[config.mk]
export PLATFORM = sky130hd
export DESIGN_NAME = freq_code_ctrl_flat
export DESIGN_NICKNAME = d
export VERILOG_FILES = /design/src/rtl/freq_code_ctrl_pkg.sv /design/src/rtl/freq_code_ctrl_if.sv /design/src/rtl/freq_code_ctrl.sv /design/src/flat_wrapper.sv
export SDC_FILE = /design/constraint.sdc
export NUM_CORES = 1
export LEC_CHECK = 0
export CAP_MARGIN = 20
export CELL_PAD_IN_SITES_DETAIL_PLACEMENT = 1
export CELL_PAD_IN_SITES_GLOBAL_PLACEMENT = 2
export CORE_MARGIN = 4
export CORE_UTILIZATION = 34
export DETAILED_ROUTE_END_ITERATION = 6
export PLACE_DENSITY_LB_ADDON = 0.1
export SYNTH_ARGS = -nofsm -noshare
export SYNTH_HDL_FRONTEND = slang
export SYNTH_SLANG_ARGS = --single-unit
export TNS_END_PERCENT = 5
[constraint.sdc]
create_clock -name clock -period 9.3 [get_ports clock]
set_input_delay 1.86 -clock clock [delete_from_list [all_inputs] [get_ports clock]]
set_output_delay 1.86 -clock clock [all_outputs]
set_load 0.1 [all_outputs]
[src/rtl/freq_code_ctrl_pkg.sv]
`default_nettype none
// ============================================================================
//  Module      : freq_code_ctrl_pkg
//  Description : Shared state encoding and default widths for the DCO
//                frequency-code controller and its lock-detect integration.
//  Revision    : 1.0 - initial release
// ============================================================================
package freq_code_ctrl_pkg;

    localparam int unsigned CODE_BITS_DEF  = 8;
    localparam int unsigned COUNT_BITS_DEF = 12;

    typedef enum logic [1:0] {
        ST_IDLE   = 2'd0,
        ST_SEARCH = 2'd1,
        ST_TRACK  = 2'd2
    } fcc_state_e;

endpackage : freq_code_ctrl_pkg
`default_nettype wire

[src/rtl/freq_code_ctrl_if.sv]
`default_nettype none
// ============================================================================
//  Module      : freq_code_ctrl_if
//  Description : Measurement inputs and code/status outputs of the DCO
//                frequency-code controller. The master side supplies the
//                target, the measured counts and the enable; the slave side
//                (the controller) returns the code and its status flags.
//  Revision    : 1.0 - initial release
// ============================================================================
interface freq_code_ctrl_if
    import freq_code_ctrl_pkg::*;
#(
    parameter int unsigned CODE_BITS  = CODE_BITS_DEF,
    parameter int unsigned COUNT_BITS = COUNT_BITS_DEF
);

    logic                  enable;
    logic [COUNT_BITS-1:0] fcw;
    logic [COUNT_BITS-1:0] dcoCount;
    logic                  dcoCountValid;
    logic [2:0]            tolerance;
    logic [CODE_BITS-1:0]  freqCode;
    logic                  freqUp;
    logic                  freqDn;
    logic                  searching;
    logic                  saturated;

    modport master (
        output enable, fcw, dcoCount, dcoCountValid, tolerance,
        input  freqCode, freqUp, freqDn, searching, saturated
    );

    modport slave (
        input  enable, fcw, dcoCount, dcoCountValid, tolerance,
        output freqCode, freqUp, freqDn, searching, saturated
    );

endinterface : freq_code_ctrl_if
`default_nettype wire

[src/rtl/freq_code_ctrl.sv]
`default_nettype none
// ============================================================================
//  Module      : freq_code_ctrl
//  Description : DCO frequency-code loop. A binary search (one bit per
//                accepted count sample, MSB first) finds the code, then a
//                +/-1 tracking loop with a programmable dead-band holds it.
//                The first sample after any code change measured the old
//                code and is discarded. All outputs are registered.
//  Revision    : 1.0 - initial release
// ============================================================================
module freq_code_ctrl
    import freq_code_ctrl_pkg::*;
#(
    parameter int unsigned CODE_BITS  = CODE_BITS_DEF,
    parameter int unsigned COUNT_BITS = COUNT_BITS_DEF
) (
    input  logic            clock,
    input  logic            reset,   // synchronous, active low
    freq_code_ctrl_if.slave bus
);

    localparam int unsigned          IDX_BITS   = (CODE_BITS > 1) ? $clog2(CODE_BITS) : 1;
    localparam logic [CODE_BITS-1:0] c_MID      = {1'b1, {(CODE_BITS-1){1'b0}}};
    localparam logic [CODE_BITS-1:0] c_CODE_ONE = CODE_BITS'(1);
    localparam logic [IDX_BITS-1:0]  c_MSB_IDX  = IDX_BITS'(CODE_BITS-1);
    localparam logic [IDX_BITS-1:0]  c_IDX_ONE  = IDX_BITS'(1);

    fcc_state_e            state_q, state_d;
    logic [CODE_BITS-1:0]  code_q,  code_d;
    logic [IDX_BITS-1:0]   idx_q,   idx_d;
    logic                  stale_q, stale_d;
    logic                  up_q,    up_d;
    logic                  dn_q,    dn_d;
    logic                  srch_q,  srch_d;
    logic                  sat_q,   sat_d;
    logic [CODE_BITS-1:0]  trial;

    // One extra bit keeps the count difference from wrapping.
    logic signed [COUNT_BITS:0] w_err;
    logic signed [COUNT_BITS:0] w_tol;
    logic                       w_too_slow;
    logic                       w_too_fast;

    assign w_err      = $signed({1'b0, bus.dcoCount}) - $signed({1'b0, bus.fcw});
    assign w_tol      = $signed({{(COUNT_BITS-2){1'b0}}, bus.tolerance});
    assign w_too_slow = (w_err < -w_tol);
    assign w_too_fast = (w_err >  w_tol);

    // Next-state, next-code and status computation.
    always_comb begin
        state_d = state_q;
        code_d  = code_q;
        idx_d   = idx_q;
        stale_d = stale_q;
        sat_d   = sat_q;
        up_d    = 1'b0;
        dn_d    = 1'b0;
        trial   = code_q;

        if (!bus.enable) begin
            // Leaving the loop parks the code at mid-scale silently.
            state_d = ST_IDLE;
            code_d  = c_MID;
            idx_d   = c_MSB_IDX;
            stale_d = 1'b0;
            sat_d   = 1'b0;
        end else begin
            case (state_q)
                ST_IDLE: begin
                    state_d = ST_SEARCH;
                    code_d  = c_MID;
                    idx_d   = c_MSB_IDX;
                    stale_d = 1'b0;
                    sat_d   = 1'b0;
                end
                ST_SEARCH: begin
                    if (bus.dcoCountValid) begin
                        if (stale_q) begin
                            stale_d = 1'b0;
                        end else begin
                            // DCO at or above target: this bit overshoots.
                            if (w_err >= 0) begin
                                trial[idx_q] = 1'b0;
                            end
                            if (idx_q != '0) begin
                                trial[idx_q - c_IDX_ONE] = 1'b1;
                                idx_d = idx_q - c_IDX_ONE;
                            end else begin
                                state_d = ST_TRACK;
                            end
                            code_d = trial;
                        end
                    end
                end
                ST_TRACK: begin
                    if (bus.dcoCountValid) begin
                        if (stale_q) begin
                            stale_d = 1'b0;
                        end else if (w_too_slow) begin
                            if (code_q == '1) begin
                                sat_d = 1'b1;
                            end else begin
                                code_d = code_q + c_CODE_ONE;
                                sat_d  = 1'b0;
                            end
                        end else if (w_too_fast) begin
                            if (code_q == '0) begin
                                sat_d = 1'b1;
                            end else begin
                                code_d = code_q - c_CODE_ONE;
                                sat_d  = 1'b0;
                            end
                        end else begin
                            sat_d = 1'b0;
                        end
                    end
                end
                default: begin
                    state_d = ST_IDLE;
                    code_d  = c_MID;
                    idx_d   = c_MSB_IDX;
                    stale_d = 1'b0;
                    sat_d   = 1'b0;
                end
            endcase

            // Any real code change invalidates the window in flight and
            // reports its direction.
            if ((state_q != ST_IDLE) && (code_d != code_q)) begin
                stale_d = 1'b1;
                up_d    = (code_d > code_q);
                dn_d    = (code_d < code_q);
            end
        end

        srch_d = (state_d == ST_SEARCH);
    end

    // State and output registers with synchronous active-low reset.
    always_ff @(posedge clock) begin
        if (!reset) begin
            state_q <= ST_IDLE;
            code_q  <= c_MID;
            idx_q   <= c_MSB_IDX;
            stale_q <= 1'b0;
            up_q    <= 1'b0;
            dn_q    <= 1'b0;
            srch_q  <= 1'b0;
            sat_q   <= 1'b0;
        end else begin
            state_q <= state_d;
            code_q  <= code_d;
            idx_q   <= idx_d;
            stale_q <= stale_d;
            up_q    <= up_d;
            dn_q    <= dn_d;
            srch_q  <= srch_d;
            sat_q   <= sat_d;
        end
    end

    assign bus.freqCode  = code_q;
    assign bus.freqUp    = up_q;
    assign bus.freqDn    = dn_q;
    assign bus.searching = srch_q;
    assign bus.saturated = sat_q;

endmodule : freq_code_ctrl
`default_nettype wire

[src/flat_wrapper.sv]
// flat-port wrapper written by rule: the top's interface ports become plain ports
module freq_code_ctrl_flat import freq_code_ctrl_pkg::*;
#(
    parameter int unsigned CODE_BITS  = CODE_BITS_DEF,
    parameter int unsigned COUNT_BITS = COUNT_BITS_DEF
)
  (clock, reset, bus_enable, bus_fcw, bus_dcoCount, bus_dcoCountValid, bus_tolerance, bus_freqCode, bus_freqUp, bus_freqDn, bus_searching, bus_saturated);
  freq_code_ctrl_if #(.CODE_BITS(CODE_BITS), .COUNT_BITS(COUNT_BITS)) bus_i ();
  input  logic clock;
  input  logic reset;
  input wire logic [$bits(bus_i.enable)-1:0] bus_enable;
  input wire logic [$bits(bus_i.fcw)-1:0] bus_fcw;
  input wire logic [$bits(bus_i.dcoCount)-1:0] bus_dcoCount;
  input wire logic [$bits(bus_i.dcoCountValid)-1:0] bus_dcoCountValid;
  input wire logic [$bits(bus_i.tolerance)-1:0] bus_tolerance;
  output wire logic [$bits(bus_i.freqCode)-1:0] bus_freqCode;
  output wire logic [$bits(bus_i.freqUp)-1:0] bus_freqUp;
  output wire logic [$bits(bus_i.freqDn)-1:0] bus_freqDn;
  output wire logic [$bits(bus_i.searching)-1:0] bus_searching;
  output wire logic [$bits(bus_i.saturated)-1:0] bus_saturated;
  assign bus_i.enable = bus_enable;
  assign bus_i.fcw = bus_fcw;
  assign bus_i.dcoCount = bus_dcoCount;
  assign bus_i.dcoCountValid = bus_dcoCountValid;
  assign bus_i.tolerance = bus_tolerance;
  assign bus_freqCode = bus_i.freqCode;
  assign bus_freqUp = bus_i.freqUp;
  assign bus_freqDn = bus_i.freqDn;
  assign bus_searching = bus_i.searching;
  assign bus_saturated = bus_i.saturated;
  freq_code_ctrl #(.CODE_BITS(CODE_BITS), .COUNT_BITS(COUNT_BITS)) u_core (.clock(clock), .reset(reset), .bus(bus_i));
endmodule
[Yosys cells after proc, flatten, opt, wreduce, memory -nomap -nowiden]
Index checks and enable logic that the tools add are counted.
Storage, ports and cells
  output and inout bits: 12
  flip-flop bits (word level): 18
  input port bits: 31
Cells by class
  reductions and logical operators: 12
  magnitude comparators: 9
  equality and inequality tests: 11
  bitwise operators: 5
  muxes and demuxes: 39
  $add $sub $neg: 5
Operators by type and width (number)
  $mux 8: 15
  $pmux 8 s2: 1
  $ge 13x1->1 const B: 1
  $gt 13x4->1: 1
  $lt 13x13->1: 1
  $neg 3->13: 1
  $sub 12x12->13: 1
  $mux 1: 11
  $mux 3: 3
  $add 8x1->8 const B: 1
  $and 8x8->8: 1
  $eq 8x8->1 const B: 1
  $gt 8x8->1: 1
  $logic_not 8->1: 1
  $lt 3x4->1 const B: 2
  $lt 8x8->1: 1
  $mux 2: 4
  $ne 2x2->1 const B: 4
  $ne 8x8->1: 1
  $not 8->8: 1
  $or 8x8->8: 1
  $sub 8x1->8 const B: 1
  $demux 1 s3: 2
  $ge 3x1->1 const B: 2
  17 further kinds: 22

[Logic depth before layout (Yosys ltp)]
  word-level depth: 20
  gate-level depth with buffers: 27

[Worst setup path after synthesis]
No wires, ideal clock.
  path type: input port to flip-flop
  start: input bus_fcw[2]
  end: register u_core.dn_q, in the netlist u_core.bus.freqDn
  stages: 24
  path slack: 2683 ps
  buffers on the path: 2
  required time: 9185 ps
  arrival: 6503 ps
  cells stage by stage: inv_1 ha_1 nor2b_1 o2111ai_1 a21oi_1 o311ai_0 nand2_2 inv_1 ha_1 a31o_2 a211oi_1 nand4b_1 o21a_1 clkbuf_1 clkbuf_1 o221ai_1 o221ai_1 a21boi_0 ha_1 o21ai_0 nand2b_1 a21oi_1 nor2_1 a2111oi_0
On the way
  longest elaborated chain between the ends: 16
  elaborated cells on any way between the ends: 23
  those cells by class: add/sub: 1; order compare: 4; eq/ne: 1; mux: 14; bitwise: 1; reduce/logical: 2
Ends and longest elaborated chain
  from (decl): RTL line flat_wrapper.sv:12  | input wire logic [$bits(bus_i.fcw)-1:0] bus_fcw;
  $sub 12x12->13 *: RTL line freq_code_ctrl.sv:44  | assign w_err = $signed({1'b0, bus.dcoCount}) - $signed({1'b0, bus.fcw});
  $ge 13x1->1: RTL line freq_code_ctrl.sv:82  | if (w_err >= 0) begin
  $mux 8: RTL line freq_code_ctrl.sv:82
  $mux 8: RTL line freq_code_ctrl.sv:78  | if (stale_q) begin
  $mux 8: RTL line freq_code_ctrl.sv:77  | if (bus.dcoCountValid) begin
  $mux 8: RTL line freq_code_ctrl.sv:68  | case (state_q)
  $mux 8: RTL line freq_code_ctrl.sv:60  | if (!bus.enable) begin
  $or 8x8->8 (no line)
  $mux 8: RTL line freq_code_ctrl.sv:85  | if (idx_q != '0) begin
  $mux 8: RTL line freq_code_ctrl.sv:78
  $mux 8: RTL line freq_code_ctrl.sv:77
  $pmux 8 s2 *: RTL line freq_code_ctrl.sv:68
  $mux 8 *: RTL line freq_code_ctrl.sv:60
  parallel branches: the longest is 3 deep, another holds $lt 8x8->1
  to (signal assigned): RTL line freq_code_ctrl.sv:156  | dn_q <= dn_d;
  to (decl): RTL line freq_code_ctrl.sv:33  | logic dn_q, dn_d;
Mark *: on every way between the ends. The select of a mux whose other input is x is not followed.
A chain may end at the register's enable or synchronous reset.

[Worst setup path in the final report]
Same ends and word-level chain as after synthesis.

==> metrics.yaml <==
synthFlopType: "dfxtp_1"
syn_area_sq_mm: 0.00302
power.total_mw: 0.293
grt_overflow: 0
fin_nets: 524
dp_cells: 549
hp-class: "reg2reg"
run_status: "finished, final reports clean"
grt_setup_unrepaired: "no"
yosys_warnings: 0
routedWlPerCell_um: 17.6
htreeDepth: 1
p_leak_nw: 1.51
multi_input_area_sq_mm: 0.00243
worstSetupPathType: "in2reg"
core-area_sq_mm: 0.00868
power_density_mw_per_mm2: 82.2
drive_above_1_share: 0.0607
drcViolationCount: 0
area_delta_synth_final_pct: 18.2
cts_buffer_depth: 2
max_slew_margin: 0.350
regArea_sq_um: 360
clkTransAtPathRegs_ns: 0.07
vias_per_cell: 5.89
report.final.slew_viol_count: 0
clock.fmax_mhz: 128
grt_pass1_vias: 3220
p_sw_mw: 0.114
ir_drop_uv: 37.5
setup_tns_ns: 0
fin_area_sq_mm: 0.00356
worst_setup_path_start_kind: "input port"
avgSynthCellArea_sq_um: 7.27
drt_iter0_drc: 149
die_w_um: 102
cts_buffers: 3
cp_data_arrival_time_ns: 7.97
numPortBuffers: 42
synthCells: 415
postRouteAntennaNets: 0
drt_wl_total_um: 9740
hold_viol: 0
grtUsageTotal: 0.190
grt_pass1_wl_um: 16100
io_pins: 43
drt_pass1_iterations: 4
gp_congestion: 0.878
cp_max_fo: 23
cts_tree: "yes"
fin_util: 0.411
insertion_delay_ns: 0.26
die_h_um: 102
fillCellCount: 1102
grt_start_max_net_pins: 24
antenna_found_initial: 0
cap_violations: 0
pwr-share-comb: 0.506
post-place-ws_ns: 1.16
ys_ff_latch: 18
cts_setup_buffers: 0
setup-violations-final: 0
cts_sinks: 18
cts_resized: 0
syn_nets: 493
switching_share: 0.390
fin_crit_ns: 7.83
start_util: 0.347
clkPwrFrac: 0.225
root_buffer: "clkbuf_8"
clock_skew_ns: 0.00136
asyncSetResetFlopFracSynth: 0
synth_edf_count: 0
via_count: 3256
worst_ep_required_time_ns: 9.44
worst_slack_ns: 1.47
seqPwrFrac: 0.269
antenna-diode-count: 0
tightest_slew_ns: 0.971
final_cells: 553
core.rowCount: 34
endpoint_kind: "register"
dp.final_hpwl_um: 7760
ctsHoldBuffers: 0
die_area_sq_mm: 0.0104
post_dp_cell_area_sq_mm: 0.00351
intPower_mw: 0.179
yosysSeqAreaShare: 0.120
synth_cell_types: 72
fin_crit_sh: 0.842
whs_ns: 0.465
[power groups by stage]
stage / logic [mW] / registers (mW) / clock network (mW)
floorplan: 0.103 / 0.0834 / 0
global placement: 0.145 / 0.0806 / 0
detailed placement: 0.149 / 0.0807 / 0
CTS: 0.150 / 0.0789 / 0.0678
global route: 0.167 / 0.0790 / 0.0708
finish: 0.148 / 0.0789 / 0.0658
[synthesized netlist by cell type (all sizes together), types with 8 or more instances]
cell     n  area share
a21o     8       0.020
a21oi   17       0.029
a31oi    9       0.019
clkbuf  14       0.017
dfxtp   18        0.12
ha      46        0.19
inv     41       0.051
nand2   25       0.032
nand3   21       0.035
nand4    9       0.019
nor2    33       0.041
nor2b   10       0.021
nor3    12       0.020
o21ai   34       0.063
[cell type report]
cell class / count / area share
clock buffer: 4 / 0.0154
tap: 108 / 0.0379
inverter: 41 / 0.0432
timing repair buffer: 43 / 0.120
sequential: 18 / 0.101
multi-input combinational: 339 / 0.682
[cells by family after synthesis]
group,synth area share
fa+ha+maj,0.198
buf+inv,0.0751
mux,0.0137
xor+xnor,0.0145
flops,0.120
compound gates,0.321
simple gates,0.259
[flip-flops by register name (all words and copies together) (netlist names)]
register              flops
u_core.bus.searching      1
u_core.bus.saturated      1
u_core.state_q            2
u_core.bus.freqUp         1
u_core.stale_q            1
u_core.bus.freqDn         1
u_core.bus.freqCode       8
u_core.idx_q              3
[cells in the final DEF (no fill, tap or decap), types with 3 or more instances in the layout]
master / synthesis / layout
a31oi_1: 9 / 9
clkbuf_8: 0 / 4
mux2i_1: 3 / 3
nand4_1: 9 / 9
o311ai_0: 3 / 3
and3_1: 5 / 5
o21a_1: 6 / 6
xnor2_1: 3 / 3
a21oi_1: 16 / 16
nand3b_1: 4 / 4
and2_1: 4 / 4
nand2b_1: 4 / 4
dfxtp_1: 18 / 18
or3_1: 5 / 5
ha_1: 46 / 46
o21ai_0: 31 / 31
nor2_1: 33 / 33
a21o_1: 7 / 7
a2111oi_0: 4 / 4
nand3_1: 21 / 21
o31ai_1: 3 / 3
a211oi_1: 5 / 5
nor2b_1: 10 / 9
or2_2: 3 / 3
o211ai_1: 6 / 6
nor3_1: 12 / 12
a32oi_1: 3 / 3
o211a_1: 3 / 3
clkdlybuf4s50_1: 0 / 42
o22ai_1: 5 / 5
inv_1: 41 / 41
a41o_1: 3 / 3
o2111ai_1: 3 / 3
nand2_1: 24 / 24
[critical path, cell delays in order]
cell and delay [ns]:
clkdlybuf4s50_1 0.45, inv_1 0.04, ha_1 0.31, nor2b_1 0.17, o2111ai_1 0.31, a21oi_1 0.17, o311ai_0 0.75, nand2_2 0.31
inv_1 0.21, ha_1 0.29, a31o_2 0.21, a211oi_1 0.28, nand4b_1 0.14, o21a_1 0.44, o311ai_0 0.38, o21ba_2 0.20
a2bb2oi_1 0.19, nor2b_1 0.09, ha_1 0.30, nor2b_1 0.13, o21ai_0 0.14, nand2b_1 0.07, a21oi_1 0.14, nor2_1 0.06
a2111oi_0 0.32
[final timing paths]
check / from / end / slack (ns) / depth (start not counted)
max: bus_fcw[2] / u_core.bus.freqDn / 1.47 / 25
min: u_core.bus.saturated / u_core.bus.saturated / 0.47 / 2
max reg2reg: u_core.bus.freqCode[3] / u_core.bus.freqDn / 5.61 / 15
min reg2reg: u_core.bus.saturated / u_core.bus.saturated / 0.47 / 2
[metal layers]
metal	GRT usage	part of all wire	up-vias
met5	0	0	-
met1	0.246	0.45	1568
met4	0.0383	0.012	0
met3	0.0116	0.032	9
met2	0.347	0.50	69
li1	-	-	1610
No activity file was read; power rests on OpenSTA's default activity.
